$ cat src/rtl/i2c_seq_pkg.sv
// Shared types and constants for the table-driven I2C register sequencer.
// A table entry is 18 bits wide: {op[1:0], arg[15:0]}.
package i2c_seq_pkg;

    localparam int ENTRY_W = 18;

    typedef enum logic [1:0] {
        OP_WRITE = 2'b00,
        OP_DELAY = 2'b01,
        OP_END   = 2'b10,
        OP_RSVD  = 2'b11
    } op_e;

    typedef struct packed {
        op_e         op;
        logic [15:0] arg;
    } entry_t;

    typedef enum logic [2:0] {
        S_IDLE      = 3'd0,
        S_FETCH     = 3'd1,
        S_GO        = 3'd2,
        S_WAIT_ACKD = 3'd3,
        S_WAIT_END  = 3'd4,
        S_DELAY     = 3'd5,
        S_DONE      = 3'd6
    } state_e;

    // Index/bookkeeping action chosen by the FSM in a given cycle
    typedef enum logic [1:0] {
        ACT_NONE    = 2'd0,
        ACT_RESTART = 2'd1,
        ACT_ADVANCE = 2'd2
    } act_e;

endpackage

$ cat src/rtl/i2c_seq_timer.sv
// Two-level delay counter: a tick counter loaded with the entry argument and
// a unit counter that divides iCLK down to one tick every DELAY_UNIT cycles.
// After a load of arg (non-zero), done pulses on the arg*DELAY_UNIT-th cycle.
module i2c_seq_timer #(
    parameter int DELAY_UNIT = 50000
) (
    input  logic        iCLK,
    input  logic        iRST_N,
    input  logic        load,
    input  logic [15:0] arg,
    input  logic        abort,
    output logic        busy,
    output logic        done
);

    localparam int UW = $clog2(DELAY_UNIT + 1);
    localparam logic [UW-1:0] UNIT_RELOAD = UW'(DELAY_UNIT);
    localparam logic [UW-1:0] UNIT_ONE    = UW'(1);

    logic [15:0]   tick_r;
    logic [UW-1:0] unit_r;

    assign busy = (tick_r != 16'd0);
    assign done = busy && (tick_r == 16'd1) && (unit_r == UNIT_ONE);

    // Count units down, stepping the tick counter each time a unit expires
    always_ff @(posedge iCLK or negedge iRST_N) begin
        if (!iRST_N) begin
            tick_r <= 16'd0;
            unit_r <= '0;
        end else if (abort || done) begin
            tick_r <= 16'd0;
            unit_r <= '0;
        end else if (load) begin
            tick_r <= arg;
            unit_r <= UNIT_RELOAD;
        end else if (busy) begin
            if (unit_r == UNIT_ONE) begin
                tick_r <= tick_r - 16'd1;
                unit_r <= UNIT_RELOAD;
            end else begin
                unit_r <= unit_r - UNIT_ONE;
            end
        end else begin
            tick_r <= tick_r;
            unit_r <= unit_r;
        end
    end

endmodule

$ cat src/rtl/i2c_seq_config.sv
// Table-driven I2C register sequencer. Walks iTABLE from entry 0, issuing
// register writes through the I2C_Controller START/END/ACK handshake,
// inserting timed delays, and stopping at an END (or reserved) opcode or
// after the last table entry.
// Build option: define I2C_SEQ_RETRY_EN to bound NACK retries to MAX_RETRY
// per entry (then skip and flag oERR); otherwise a NACKed write is reissued
// until it is acknowledged and oERR stays 0.
module i2c_seq_config
    import i2c_seq_pkg::*;
#(
    parameter int          DEPTH      = 64,
    parameter logic [7:0]  DEV_ADDR   = 8'h72,
    parameter int          DELAY_UNIT = 50000,
    parameter int          MAX_RETRY  = 3,
    parameter bit          AUTO_START = 1'b1
) (
    input  logic                       iCLK,
    input  logic                       iRST_N,
    input  logic [DEPTH*ENTRY_W-1:0]   iTABLE,
    input  logic                       iRESTART,
    output logic [23:0]                oI2C_DATA,
    output logic                       oI2C_GO,
    input  logic                       iI2C_END,
    input  logic                       iI2C_ACK,
    output logic [$clog2(DEPTH)-1:0]   oINDEX,
    output logic                       oBUSY,
    output logic                       oDONE,
    output logic                       oERR
);

    localparam int IDX_W = $clog2(DEPTH);
    localparam int RW    = (MAX_RETRY < 1) ? 1 : $clog2(MAX_RETRY + 1);
    localparam logic [IDX_W-1:0] LAST_IDX  = IDX_W'(DEPTH - 1);
    localparam logic [IDX_W-1:0] IDX_ONE   = IDX_W'(1);
    localparam logic [RW-1:0]    RETRY_MAX = RW'(MAX_RETRY);
    localparam logic [RW-1:0]    RETRY_ONE = RW'(1);

    state_e            state_r, state_nxt;
    logic [IDX_W-1:0]  index_r, index_nxt;
    logic [RW-1:0]     retry_r, retry_nxt;
    logic              go_r, go_nxt;
    logic              busy_r, busy_nxt;
    logic              done_r, done_nxt;
    logic              err_r, err_nxt;
    logic              pend_r, pend_nxt;
    logic              auto_r, auto_nxt;

    entry_t            entry_s;
    act_e              act_s;
    logic              restart_req_s;
    logic              tmr_load_s;
    logic              tmr_abort_s;
    logic              tmr_busy_s;
    logic              tmr_done_s;

    assign entry_s       = iTABLE[int'(index_r)*ENTRY_W +: ENTRY_W];
    assign restart_req_s = iRESTART | pend_r;

    assign oI2C_DATA = {DEV_ADDR, entry_s.arg};
    assign oI2C_GO   = go_r;
    assign oINDEX    = index_r;
    assign oBUSY     = busy_r;
    assign oDONE     = done_r;
    assign oERR      = err_r;

    i2c_seq_timer #(
        .DELAY_UNIT (DELAY_UNIT)
    ) u_timer (
        .iCLK   (iCLK),
        .iRST_N (iRST_N),
        .load   (tmr_load_s),
        .arg    (entry_s.arg),
        .abort  (tmr_abort_s),
        .busy   (tmr_busy_s),
        .done   (tmr_done_s)
    );

    // Next-state, index/retry bookkeeping and registered-output decode
    always_comb begin
        state_nxt   = state_r;
        index_nxt   = index_r;
        retry_nxt   = retry_r;
        busy_nxt    = busy_r;
        done_nxt    = done_r;
        err_nxt     = err_r;
        pend_nxt    = pend_r | iRESTART;
        auto_nxt    = auto_r;
        tmr_load_s  = 1'b0;
        tmr_abort_s = 1'b0;
        act_s       = ACT_NONE;
        go_nxt      = 1'b0;

        case (state_r)
            S_IDLE: begin
                pend_nxt = 1'b0;
                if (auto_r || iRESTART) begin
                    auto_nxt = 1'b0;
                    act_s    = ACT_RESTART;
                end else begin
                    state_nxt = S_IDLE;
                end
            end
            S_FETCH: begin
                if (restart_req_s) begin
                    act_s = ACT_RESTART;
                end else begin
                    case (entry_s.op)
                        OP_WRITE: state_nxt = S_GO;
                        OP_DELAY: begin
                            // A zero-length delay just moves to the next entry
                            if (entry_s.arg != 16'd0) begin
                                tmr_load_s = 1'b1;
                                state_nxt  = S_DELAY;
                            end else begin
                                act_s = ACT_ADVANCE;
                            end
                        end
                        default:  state_nxt = S_DONE;
                    endcase
                end
            end
            S_GO: begin
                state_nxt = S_WAIT_ACKD;
            end
            S_WAIT_ACKD: begin
                if (!iI2C_END) begin
                    state_nxt = S_WAIT_END;
                end else begin
                    state_nxt = S_WAIT_ACKD;
                end
            end
            S_WAIT_END: begin
                if (iI2C_END) begin
                    // The transaction is complete; a pending restart now wins
                    if (restart_req_s) begin
                        act_s = ACT_RESTART;
                    end else if (!iI2C_ACK) begin
                        act_s = ACT_ADVANCE;
`ifdef I2C_SEQ_RETRY_EN
                    end else if (retry_r == RETRY_MAX) begin
                        err_nxt = 1'b1;
                        act_s   = ACT_ADVANCE;
`endif
                    end else begin
                        // Consecutive NACK count on this entry, saturating
                        if (retry_r != RETRY_MAX) begin
                            retry_nxt = retry_r + RETRY_ONE;
                        end else begin
                            retry_nxt = retry_r;
                        end
                        state_nxt = S_GO;
                    end
                end else begin
                    state_nxt = S_WAIT_END;
                end
            end
            S_DELAY: begin
                if (restart_req_s) begin
                    tmr_abort_s = 1'b1;
                    act_s       = ACT_RESTART;
                end else if (tmr_done_s || !tmr_busy_s) begin
                    act_s = ACT_ADVANCE;
                end else begin
                    state_nxt = S_DELAY;
                end
            end
            S_DONE: begin
                if (restart_req_s) begin
                    act_s = ACT_RESTART;
                end else begin
                    busy_nxt  = 1'b0;
                    done_nxt  = 1'b1;
                    state_nxt = S_IDLE;
                end
            end
            default: begin
                state_nxt = S_IDLE;
            end
        endcase

        case (act_s)
            ACT_RESTART: begin
                state_nxt = S_FETCH;
                index_nxt = '0;
                retry_nxt = '0;
                busy_nxt  = 1'b1;
                done_nxt  = 1'b0;
                err_nxt   = 1'b0;
                pend_nxt  = 1'b0;
            end
            ACT_ADVANCE: begin
                retry_nxt = '0;
                // Running off the end of the table behaves like END
                if (index_r == LAST_IDX) begin
                    state_nxt = S_DONE;
                end else begin
                    index_nxt = index_r + IDX_ONE;
                    state_nxt = S_FETCH;
                end
            end
            default: begin
                index_nxt = index_nxt;
            end
        endcase

        // START is held from the GO state until the controller drops END
        go_nxt = (state_nxt == S_GO) || (state_nxt == S_WAIT_ACKD);
    end

    // State and registered-output flops
    always_ff @(posedge iCLK or negedge iRST_N) begin
        if (!iRST_N) begin
            state_r <= S_IDLE;
            index_r <= '0;
            retry_r <= '0;
            go_r    <= 1'b0;
            busy_r  <= 1'b0;
            done_r  <= 1'b0;
            err_r   <= 1'b0;
            pend_r  <= 1'b0;
            auto_r  <= AUTO_START;
        end else begin
            state_r <= state_nxt;
            index_r <= index_nxt;
            retry_r <= retry_nxt;
            go_r    <= go_nxt;
            busy_r  <= busy_nxt;
            done_r  <= done_nxt;
            err_r   <= err_nxt;
            pend_r  <= pend_nxt;
            auto_r  <= auto_nxt;
        end
    end

endmodule

$ cat config.mk
export PLATFORM = sky130hd
export DESIGN_NAME = i2c_seq_config
export DESIGN_NICKNAME = d
export VERILOG_FILES = /design/src/rtl/i2c_seq_pkg.sv /design/src/rtl/i2c_seq_timer.sv /design/src/rtl/i2c_seq_config.sv
export SDC_FILE = /design/constraint.sdc
export NUM_CORES = 1
export LEC_CHECK = 0
export ABC_AREA = 1
export ABC_CLOCK_PERIOD_IN_PS = 8500
export BUFFER_PORTS_ARGS = -buffer_cell sky130_fd_sc_hd__buf_2
export CELL_PAD_IN_SITES_DETAIL_PLACEMENT = 2
export CELL_PAD_IN_SITES_GLOBAL_PLACEMENT = 2
export CORE_AREA = 2 2 467 469
export DETAILED_ROUTE_END_ITERATION = 10
export DIE_AREA = 0 0 469 471
export GPL_TIMING_DRIVEN = 0
export PLACE_DENSITY = 0.41
export SLEW_MARGIN = 10
export SYNTH_ARGS = -nofsm -noshare
export SYNTH_HDL_FRONTEND = slang
export SYNTH_SLANG_ARGS = --single-unit
$ cat constraint.sdc
create_clock -name iCLK -period 8.5 [get_ports iCLK]
set_clock_uncertainty 0.1 [all_clocks]
set_input_delay 0.425 -clock iCLK [delete_from_list [all_inputs] [get_ports iCLK]]
set_output_delay 0.425 -clock iCLK [all_outputs]
set_load 0.02 [all_outputs]
==> impl_metrics.tcl <==
set metrics [dict create \
    antenna_left 0 \
    vias 28911 \
    die-area_um2 221000 \
    async_flop_share_pct 100 \
    portBuffers 1181 \
    arrival_ns 6.42 \
    multiInputGateArea_um2 12100 \
    start_kind "register" \
    row_count 171 \
    grt_pass1_vias 30377 \
    root_buffer "clkbuf_16" \
    hold_class "input port to asynchronous set/reset pin" \
    cts_hold_buf 0 \
    synthSimpleGateAreaFrac_pct 63.2 \
    antenna_found_initial 217 \
    ff2ff_setup_slack_ns 2.22 \
    grt-ovfl-total 0 \
    synth_fa_ha_area_share_pct 0.583 \
    core_um2 216000 \
    synth_area_per_cell_um2 4.69 \
    reg2reg_depth 23 \
    area_growth_pct 67.2 \
    clock_latency_ns 0.32 \
    muxShareOfSynthArea_pct 0 \
    nFillCells 26915 \
    crit_top_cell "nor2_1" \
    finalSetupTns_ns 0 \
    drv_cap 0 \
    vias_per_cell 3.94 \
    routabilityCongestion 0.876 \
    r2r_start "oINDEX[0]" \
    synthFlopType "dfrtp_1" \
    synth-xor-area-share_pct 1.46 \
    grt_usage_pct 24.3 \
    path_max_fanout 10 \
    drv_slew 0 \
    cp-end-kind "register" \
    critPathBufInv 5 \
    numCtsBuffers 5 \
    yosysUniqueCellTypes 36 \
    critPathKind "register to register" \
    ys_ff_latch 46 \
    firstDrtPassIters 5 \
    powerDensity_nw_per_um2 162 \
    totalWireLength_um 281000 \
    synth_seq_area_share_pct 7.67 \
    required_ns 8.64 \
    period_share_pct 73.9 \
    p_leak_uw 0.0127 \
    max-slew-margin-rel_pct 8.53 \
    synth-compound-area-share_pct 15.4 \
    grt_max_degree 47 \
    clk_path_buf_depth 2 \
    cts_tree "done" \
    peakVddDrop_mv 0.0757 \
    synth_top_family_by_area "simple AND/OR/NAND/NOR gates" \
    stdcell_area_um2 25100 \
    grt_pass1_wl_um 343000 \
    fp.dieW_um 469 \
    timing_hold_violations_final 0 \
    ff_latch_area_um2 1150 \
    drc 0 \
    status "finished clean" \
    rsz0062_at_grt "false" \
    crit_family "simple AND/OR/NAND/NOR gates" \
    placed_cell_area_um2 24800 \
    max_freq_ghz 0.159 \
    syn_area_um2 15000 \
    htreeDepth 2 \
    io_pins 1191 \
    dp_hpwl_um 241000 \
    cp_slowest_cell "buf_2" \
    path_cells "buf_4, buf_2, buf_2, nor2_1, nor2_1, o21ai_0, o211ai_1, nand3_1, nand3_1, nand3_1, nand2_1, nand3_2, nor2_4, buf_2, nand3_1, nand2_1, ha_1, inv_1, nor2_1, nor2_1, o41ai_1, o21ai_0, nor2_1" \
    yosys_warnings 0 \
    num-nets-final 5571 \
    period_needed_ns 6.28 \
    cts_setup_buffers 0 \
    post_drt_wl_per_cell_um 38.3 \
    slowest_delay_ns 0.79 \
    final_cell_mix "buf_2, nand2_1, nor2_1, nand3_1, o21ai_0" \
    setup_violations 0 \
    final_common_cell "buf_2" \
    startpoint "oINDEX[0]" \
    drive_gt1_share_pct 31.5 \
    drt_iter0_markers 1833 \
    clkSlewWorstSetupHoldPaths_ns 0.09 \
    timing.rr.end "oINDEX[3]" \
    cts.repair.resized 0 \
    start_util_pct 6.95 \
    synth_edf_count 0 \
    dieHeight_um 471 \
    cts.sinks 46 \
    syn_inst 3202 \
    max_slew.worst_pin.slew_ns 1.37 \
]
## cells by family after synthesis
kind of cell	after synthesis
and+or+nand+nor	2312
xor gates and xnor gates	25
AOI/OAI and AO/OA	441
adders and majority gates	7
buffers and inverters	369
DFF	46
other	2
## flip-flops by register name, indices dropped and copies added, names as in the netlist
signal and flops:
oDONE 1, auto_r 1, u_timer.tick_r 16, oINDEX 6, u_timer.unit_r 16, pend_r 1
state_r 3, oBUSY 1, oI2C_GO 1
## worst max-delay path by stage
stage,depth (start not counted),endpoint,slack [ns]
floorplan,23,oINDEX[3],5.01
global placement,22,oINDEX[4],1.11
detailed placement,23,oINDEX[3],2.13
CTS,23,oINDEX[3],2.10
global route,22,oINDEX[3],1.87
finish,23,oINDEX[3],2.22
## cells in the mapped netlist, drive strengths merged, types with 3 or more instances
| cell type | count | share of area (%) |
|---|---|---|
| nand4 | 28 | 1.2 |
| or2 | 3 | 0.12 |
| xor2 | 15 | 0.87 |
| o211ai | 22 | 1.1 |
| nand3 | 504 | 17 |
| a21oi | 74 | 2.5 |
| buf | 171 | 6.7 |
| nor2 | 630 | 16 |
| nor4 | 7 | 0.29 |
| o21a | 3 | 0.15 |
| o221ai | 4 | 0.23 |
| xnor2 | 10 | 0.58 |
| o21ai | 316 | 11 |
| dfrtp | 45 | 7.5 |
| inv | 101 | 2.5 |
| nor3 | 18 | 0.60 |
| ha | 7 | 0.58 |
| nand2 | 1121 | 28 |
| clkbuf | 95 | 2.4 |
| o22ai | 18 | 0.75 |
## stage by stage
| step | hold slack (ns) | worst slack, ns | instances | utilization [%] | power [uW] |
|---|---|---|---|---|---|
| floorplan | 0.0294 | 5.01 | 3209 | - | 1860 |
| finish | 0.0634 | 2.22 | 7335 | 11.6 | 4080 |
| CTS | 0.109 | 2.10 | 7262 | 11.5 | 4170 |
| global placement | 0.330 | 1.11 | 7244 | 11.3 | 3870 |
| detailed placement | 0.338 | 2.13 | 7254 | 11.5 | 3910 |
| global route | 0.108 | 1.87 | 7294 | 11.6 | 4370 |
## report_power, final
part	switching [uW]	internal, uW
Clock	108	134
Sequential	109	304
Combinational	2550	874
Total	2770	1310
## metal layers
| metal | GRT usage (%) | wire (um) |
|---|---|---|
| met1 | 29.2 | 115000 |
| met2 | 44.1 | 139000 |
| met3 | 4.57 | 17500 |
| met4 | 5.74 | 8220 |
| met5 | 0 | 532 |
## cell type report
cell class | instances | share of cell area [%]
repair buffers | 1191 | 24.3
plain buffers | 266 | 5.57
flip-flops and latches | 46 | 4.59
inverters | 103 | 1.54
well taps | 2854 | 14.2
clock buffers | 8 | 0.663
diodes | 73 | 0.727
multi-input cells | 2794 | 48.4
No activity file was read; power rests on OpenSTA's default activity.
